==> config.mk <==
export PLATFORM = sky130hd
export DESIGN_NAME = mic_frame_buffer
export DESIGN_NICKNAME = d
export VERILOG_FILES = /design/src/rtl/mic_frame_buffer_pkg.sv /design/src/rtl/mic_frame_buffer_sample_bank.sv /design/src/rtl/mic_frame_buffer.sv
export SDC_FILE = /design/constraint.sdc
export NUM_CORES = 1
export LEC_CHECK = 0
export ABC_AREA = 0
export CAP_MARGIN = 0
export CELL_PAD_IN_SITES_DETAIL_PLACEMENT = 0
export CELL_PAD_IN_SITES_GLOBAL_PLACEMENT = 1
export CORE_MARGIN = 2
export CORE_UTILIZATION = 30
export CTS_BUF_LIST = sky130_fd_sc_hd__clkbuf_8
export CTS_CLUSTER_SIZE = 40
export DETAILED_ROUTE_END_ITERATION = 6
export PLACE_DENSITY = 0.61
export SLEW_MARGIN = 20
export SYNTH_ARGS = -nofsm -noshare
export SYNTH_HDL_FRONTEND = slang
export SYNTH_SLANG_ARGS = --single-unit
==> constraint.sdc <==
create_clock -name clk -period 3.2 [get_ports clk]
set_clock_uncertainty 0.1 [all_clocks]
set_input_delay 0.48 -clock clk [delete_from_list [all_inputs] [get_ports clk]]
set_output_delay 0.48 -clock clk [all_outputs]
set_load 0.005 [all_outputs]
==> src/rtl/mic_frame_buffer_pkg.sv <==
// Shared types and helpers for the microphone frame buffer.
// Holds parameter defaults, the read-side state enum and abs saturation.
package mic_frame_buffer_pkg;

  localparam int QBIT_DEF  = 16;
  localparam int DEPTH_DEF = 16;
  localparam int CNTW_DEF  = 16;

  typedef enum logic {
    EMPTY = 1'b0,
    HOLD  = 1'b1
  } fb_state_t;

  // Magnitude of a sign-extended qbit-wide sample; the most
  // negative code has no positive twin, so it clamps to max.
  function automatic logic [31:0] abs_sat(
    input logic signed [31:0] x,
    input int                 qbit
  );
    logic signed [31:0] lo;
    lo = -(32'sd1 <<< (qbit - 1));
    if (x == lo)
      abs_sat = (32'd1 << (qbit - 1)) - 32'd1;
    else if (x < 0)
      abs_sat = -x;
    else
      abs_sat = x;
  endfunction

endpackage

==> src/rtl/mic_frame_buffer_sample_bank.sv <==
// Two-bank sample store: one write port, one registered read port.
// Reads see a same-cycle write to the same word (bank swap case).
module sample_bank #(
  parameter int QBIT  = 16,
  parameter int DEPTH = 16
)(
  input  logic                     clk,
  input  logic                     reset,
  input  logic                     we,
  input  logic                     wsel,
  input  logic [$clog2(DEPTH)-1:0] waddr,
  input  logic [QBIT-1:0]          wdata,
  input  logic                     rsel,
  input  logic [$clog2(DEPTH)-1:0] raddr,
  output logic [QBIT-1:0]          rdata
);

  logic [QBIT-1:0] mem [2*DEPTH];

  logic hit;

  // A write landing on the word being read this cycle
  assign hit = we && (wsel == rsel) && (waddr == raddr);

  // Sample storage, contents left unreset
  always_ff @(posedge clk) begin
    if (we)
      mem[{wsel, waddr}] <= wdata;
  end

  // Registered read with write bypass
  always_ff @(posedge clk or negedge reset) begin
    if (!reset)
      rdata <= '0;
    else if (hit)
      rdata <= wdata;
    else
      rdata <= mem[{rsel, raddr}];
  end

endmodule

==> src/rtl/mic_frame_buffer.sv <==
// Ping-pong frame buffer for decimated microphone samples.
// Fills one bank while the consumer reads the other.
module mic_frame_buffer
  import mic_frame_buffer_pkg::*;
#(
  parameter int QBIT  = QBIT_DEF,
  parameter int DEPTH = DEPTH_DEF,
  parameter int CNTW  = CNTW_DEF
)(
  input  logic                     clk,
  input  logic                     reset,
  input  logic                     dv,
  input  logic signed [QBIT-1:0]   dat_i,
  output logic                     frame_valid,
  input  logic                     frame_ack,
  input  logic [$clog2(DEPTH)-1:0] rd_addr,
  output logic [QBIT-1:0]          rd_data,
  output logic [QBIT-1:0]          peak,
  output logic                     overrun,
  input  logic                     clr_ovr,
  output logic [CNTW-1:0]          frame_cnt
);

  localparam int AW = $clog2(DEPTH);

  fb_state_t       state;
  logic            dv_q;
  logic [AW-1:0]   idx;
  logic [QBIT-1:0] run_pk;
  logic            wr_bank;

  logic            qual;
  logic            last;
  logic            swap;
  logic [QBIT-1:0] cur_abs;
  logic [QBIT-1:0] new_peak;
  logic            rd_sel;

  // Edge qualify, frame completion and next read-bank select
  always_comb begin
    qual     = dv & ~dv_q;
    last     = qual && (idx == AW'(DEPTH - 1));
    swap     = last && ((state == EMPTY) || frame_ack);
    cur_abs  = QBIT'(abs_sat(32'(dat_i), QBIT));
    new_peak = (cur_abs > run_pk) ? cur_abs : run_pk;
    rd_sel   = swap ? wr_bank : ~wr_bank;
  end

  // Write side: dv history, fill index and running peak
  always_ff @(posedge clk or negedge reset) begin
    if (!reset) begin
      dv_q   <= 1'b0;
      idx    <= '0;
      run_pk <= '0;
    end else begin
      dv_q <= dv;
      if (qual) begin
        idx <= idx + AW'(1);
        if (last)
          run_pk <= '0;
        else
          run_pk <= new_peak;
      end
    end
  end

  // Read-side FSM with registered status outputs
  always_ff @(posedge clk or negedge reset) begin
    if (!reset) begin
      state       <= EMPTY;
      wr_bank     <= 1'b0;
      frame_valid <= 1'b0;
      peak        <= '0;
      frame_cnt   <= '0;
      overrun     <= 1'b0;
    end else begin
      if (clr_ovr)
        overrun <= 1'b0;
      if (swap) begin
        wr_bank     <= ~wr_bank;
        frame_valid <= 1'b1;
        peak        <= new_peak;
        frame_cnt   <= frame_cnt + CNTW'(1);
        state       <= HOLD;
      end else begin
        unique case (state)
          EMPTY: begin
            state <= EMPTY;
          end
          HOLD: begin
            if (last) begin
              overrun <= 1'b1;
            end else if (frame_ack) begin
              frame_valid <= 1'b0;
              state       <= EMPTY;
            end
          end
        endcase
      end
    end
  end

  sample_bank #(
    .QBIT  (QBIT),
    .DEPTH (DEPTH)
  ) u_bank (
    .clk   (clk),
    .reset (reset),
    .we    (qual),
    .wsel  (wr_bank),
    .waddr (idx),
    .wdata (dat_i),
    .rsel  (rd_sel),
    .raddr (rd_addr),
    .rdata (rd_data)
  );

endmodule

==> results of run 1 <==
## cell usage in the layout (no fill, tap or decap), drive strengths merged, types with 3 or more instances in the layout
cell type / netlist / final
inv: 22 / 62
buf: 41 / 194
or3: 6 / 6
a22o: 16 / 16
xnor2: 19 / 19
nor2b: 35 / 35
edfxtp: 512 / 512
o21ai: 22 / 22
ha: 22 / 22
a211o: 16 / 16
a211oi: 64 / 64
mux4: 128 / 128
xor2: 11 / 11
nor2: 47 / 47
nand3: 7 / 7
nor3: 5 / 5
bufinv: 0 / 4
mux2i: 50 / 50
clkbuf: 26 / 110
and3: 5 / 5
nand2: 54 / 54
nand4: 5 / 5
clkinv: 0 / 30
clkdlybuf4s50: 0 / 55
dfrtp: 73 / 73
o31ai: 4 / 4
a21oi: 16 / 16
nor4: 3 / 3
## Yosys cell counts (6+ instances only)
cell type and count:
xor2_1 11, a21oi_1 16, clkbuf_1 26, o21ai_0 8, edfxtp_1 512, dfrtp_1 73
nand2_1 53, a211oi_1 64, nor2_1 45, mux4_2 128, buf_4 9, o21ai_1 13
xnor2_1 19, inv_1 22, ha_1 22, a211o_1 16, buf_1 6, nand3_1 6
nor2b_1 35, mux2i_1 50, a22o_1 16, buf_6 6, buf_2 20
## through the flow
stage | instance area (sq um) | setup WS [ns] | setup TNS, ns | power, uW
after detailed placement | 26900 | -1.26 | -38.23 | 11900
after CTS | 29200 | -0.111 | -1.33 | 18800
after global placement | 26900 | -1.16 | -36.27 | 11900
final | 29200 | -0.169 | -3.50 | 18500
after global routing | 29200 | -0.267 | -6.86 | 19300
after floorplan | 23700 | -0.471 | -11.22 | 10500
## cell type report
cell class              count  area share (%)
clock buffers             107            5.04
clock inverters            76            1.59
inverters                  22           0.351
multi-input cells         562            21.3
flip-flops and latches    585            58.9
well taps                1040            4.46
repair buffers            257            8.39
## worst max-delay path: stages
cell and delay, ns:
dlygate4sd2_1 0.28, or4_4 0.57, nor4b_4 0.31, buf_6 0.17, buf_4 0.11, mux2_4 0.13
o22a_4 0.14, ha_4 0.12, nand4_1 0.12, nor4_2 0.32, a21boi_4 0.26, o31ai_4 0.11
buf_6 0.14, buf_12 0.12, a21bo_4 0.25, a22o_1 0.20
## per-layer routing
metal,vias to the layer above,part of all wire [%]
met3,100,4.9
li1,5615,-
met1,6717,44
met4,0,2.4
met5,-,0
met2,351,49
## path summary, 6_finish.rpt
check                      startpoint               end  slack [ns]  depth (start not counted)
setup / recovery            dat_i[12]        run_pk[13]       -0.17                         16
hold / removal               dat_i[3]  u_bank.mem[7][3]        0.05                          1
setup reg to reg               idx[1]   u_bank.rdata[1]        0.58                          8
hold reg to reg                 state       frame_valid        0.36                          1
max in group asynchronous       reset   u_bank.rdata[8]        2.16                          3
min in group asynchronous       reset      frame_cnt[3]        0.17                          2
## sequential cells by signal, indices dropped and copies added, names as in the netlist
| register | cells |
|---|---|
| u_bank.mem | 512 |
| frame_cnt | 16 |
| peak | 16 |
| run_pk | 16 |
| u_bank.rdata | 16 |
| idx | 4 |
| dv_q | 1 |
| frame_valid | 1 |
| overrun | 1 |
| state | 1 |
| wr_bank | 1 |
## power groups by stage
stage | Sequential (uW) | Combinational [uW] | Clock, uW
2_1_floorplan | 9120 | 1420 | 0
3_3_place_gp | 9200 | 2680 | 0
3_5_place_dp | 9210 | 2710 | 0
4_1_cts | 9060 | 2980 | 6710
5_1_grt | 9100 | 3170 | 7040
6_report | 9050 | 2930 | 6510
## kinds of logic after synthesis
kind of cell / Yosys count / share of synthesized area [%]
AO/OA/AOI/OAI: 149 / 4.63
multiplexers: 179 / 14.4
flip-flops: 585 / 72.9
XOR/XNOR: 30 / 1.11
adder cells (fa/ha/maj): 22 / 1.17
AND/OR/NAND/NOR: 181 / 3.99
buffers and inverters: 89 / 1.86
## timing repair
action                     4_1_cts  5_1_grt
setup endpoints to repair       32       32
resized for setup               60       22
gates cloned                     4        0
buffers inserted                20        6
pin swaps                       21       20
hold endpoints to repair        32        0
hold buffers                     1        0
==> summary.md, run 1 <==
| Metric | Value |
|---|---|
| ANT cells | 0 |
| Die Wd | between 200 and 300 um |
| Status | finished, violations left |
| Non-filler cells in the finished layout | roughly 2600 |
| Per-cell routed wire length | between 20 and 25 um |
| First-pass GRT wire length | 91.3 mm |
| Initial antenna violation count | 4 |
| Clock latency on the worst-skew pair | just over 0.7 ns |
| Slew HR | a little under half |
| Slew @ Worst Pin | 0.785 ns |
| Syn-to-layout area delta | 23.7% |
| Final WL | between 60 and 70 mm |
| Mapped Area | 23600 sq um |
| Seq/Total Area, Yosys | 72.9% |
| Post-synth EDFFs | roughly 510 |
| Synth cell types | 62 |
| Unrepaired setup endpoints after global routing | true |
| Io pins | 75 |
| Setup ws final | -0.169 ns |
| Comb power frac | around 16% |
| Die area | about 81000 sq um |
| Final setup vio count | 28 |
| Core outline area | about 78000 sq um |
| Vias in the first global route | approximately 14000 |
| Hold_ws | around 0.054 ns |
| HP Class | in2reg |
| Clk sink count | roughly 600 |
| CTS buffer count | ~100 |
| Clock share of power | a little over a third |
| Cells after Synth | between 1000 and 1500 |
| Via/cell ratio | 4.83 |
| Area of the multi-input gates | 6210 sq um |
| Synth Register Bits | 585 |
| Critical path type | in2reg |
| Reg area | 17200 sq um |
| Fillers | roughly 7200 |
| Final Hold Violating Endpoints | 0 |
| Post-Syn Area per Cell | between 15 and 20 sq um |
| Switch Pwr | approximately 4800 uW |
| Gr busiest metal | met2 |
| Crit path arrival time | between 3 and 4 ns |
| Total track usage | between 10% and 20% |
| Int Power | 13700 uW |
| 1st-iter DRT viols | 1101 |
| Clk buf depth | 3 |
| GRT overflow | 0 |
| RePlAce Congestion | ~0.77 |
| Clock slew at reported path FFs | 0.06 ns |
| Min Tclk post-route | 3.37 ns |
| M2 GR Usage | between 20% and 30% |
| Yosys top cell by area | edfxtp_1 |
| CP max FO | 8 |
| Fin. max-slew vios | 0 |
| Final Util | approximately 38% |
| Port buffer count | 74 |
| DIE HEIGHT | 285 um |
| CTS Root Cell | clkbuf_8 |
| CTS tree | done |
| Routed Antenna Nets | 0 |
| Failing checks | negative setup slack |
| GR Util met3 | around 2.9% |
| Setup crit start kind | primary input |
| Syn nets | 1282 |
| YS warnings | 0 |
| Power density cells | ~630 nW/um^2 |
| Fmax | 297 MHz |
| Top post-synthesis cells by area | edfxtp_1 65%, mux4_2 12%, dfrtp_1 7.7% |
| Starting density of the core | a little under a third |
| Max_cap viols | 0 |
| Met1 usage | 20.5% |
| Seq pwr share | around half |
| CP required | ~3.7 ns |
| VDD IR max | ~0.27 mV |
| Vias | approximately 13000 |
| Largest net degree at the start of global routing | between 40 and 50 |
| Leak Pwr | approximately 0.010 uW |
| Post-Place Cells | between 2000 and 2500 |
| Asr flop ratio synth | 12.5% |
| Fin nets | roughly 1600 |
| Tcrit/Tclk final | 105% |
| Top FF cell, synth | edfxtp_1 |
| DPL Wire Length | ~38 mm |
| Share of the synthesized area in the top cell type | roughly 65% |
| CP Capture Type | register |
| Number of iterations in the first detailed-routing pass | 5 |
| Layout cells sized above 1 | approximately a third |
| DRC viols | 0 |
| CTS H-tree lvls | 3 |
| Switching Share | 26.0% |
| Row count | 102 |
No activity file was read; power rests on OpenSTA's default activity.
==> run 2: changes to the inputs <==
Settings changed: CTS_CLUSTER_SIZE 40 to 28.
==> results of run 2 <==
Same layout as run 1: the final DEF is identical, and so are final timing and power.
==> run 3: changes to the inputs <==
Settings changed: CTS_CLUSTER_SIZE 28 to 16.
==> results of run 3 <==
Same layout as run 1: the final DEF is identical, and so are final timing and power.
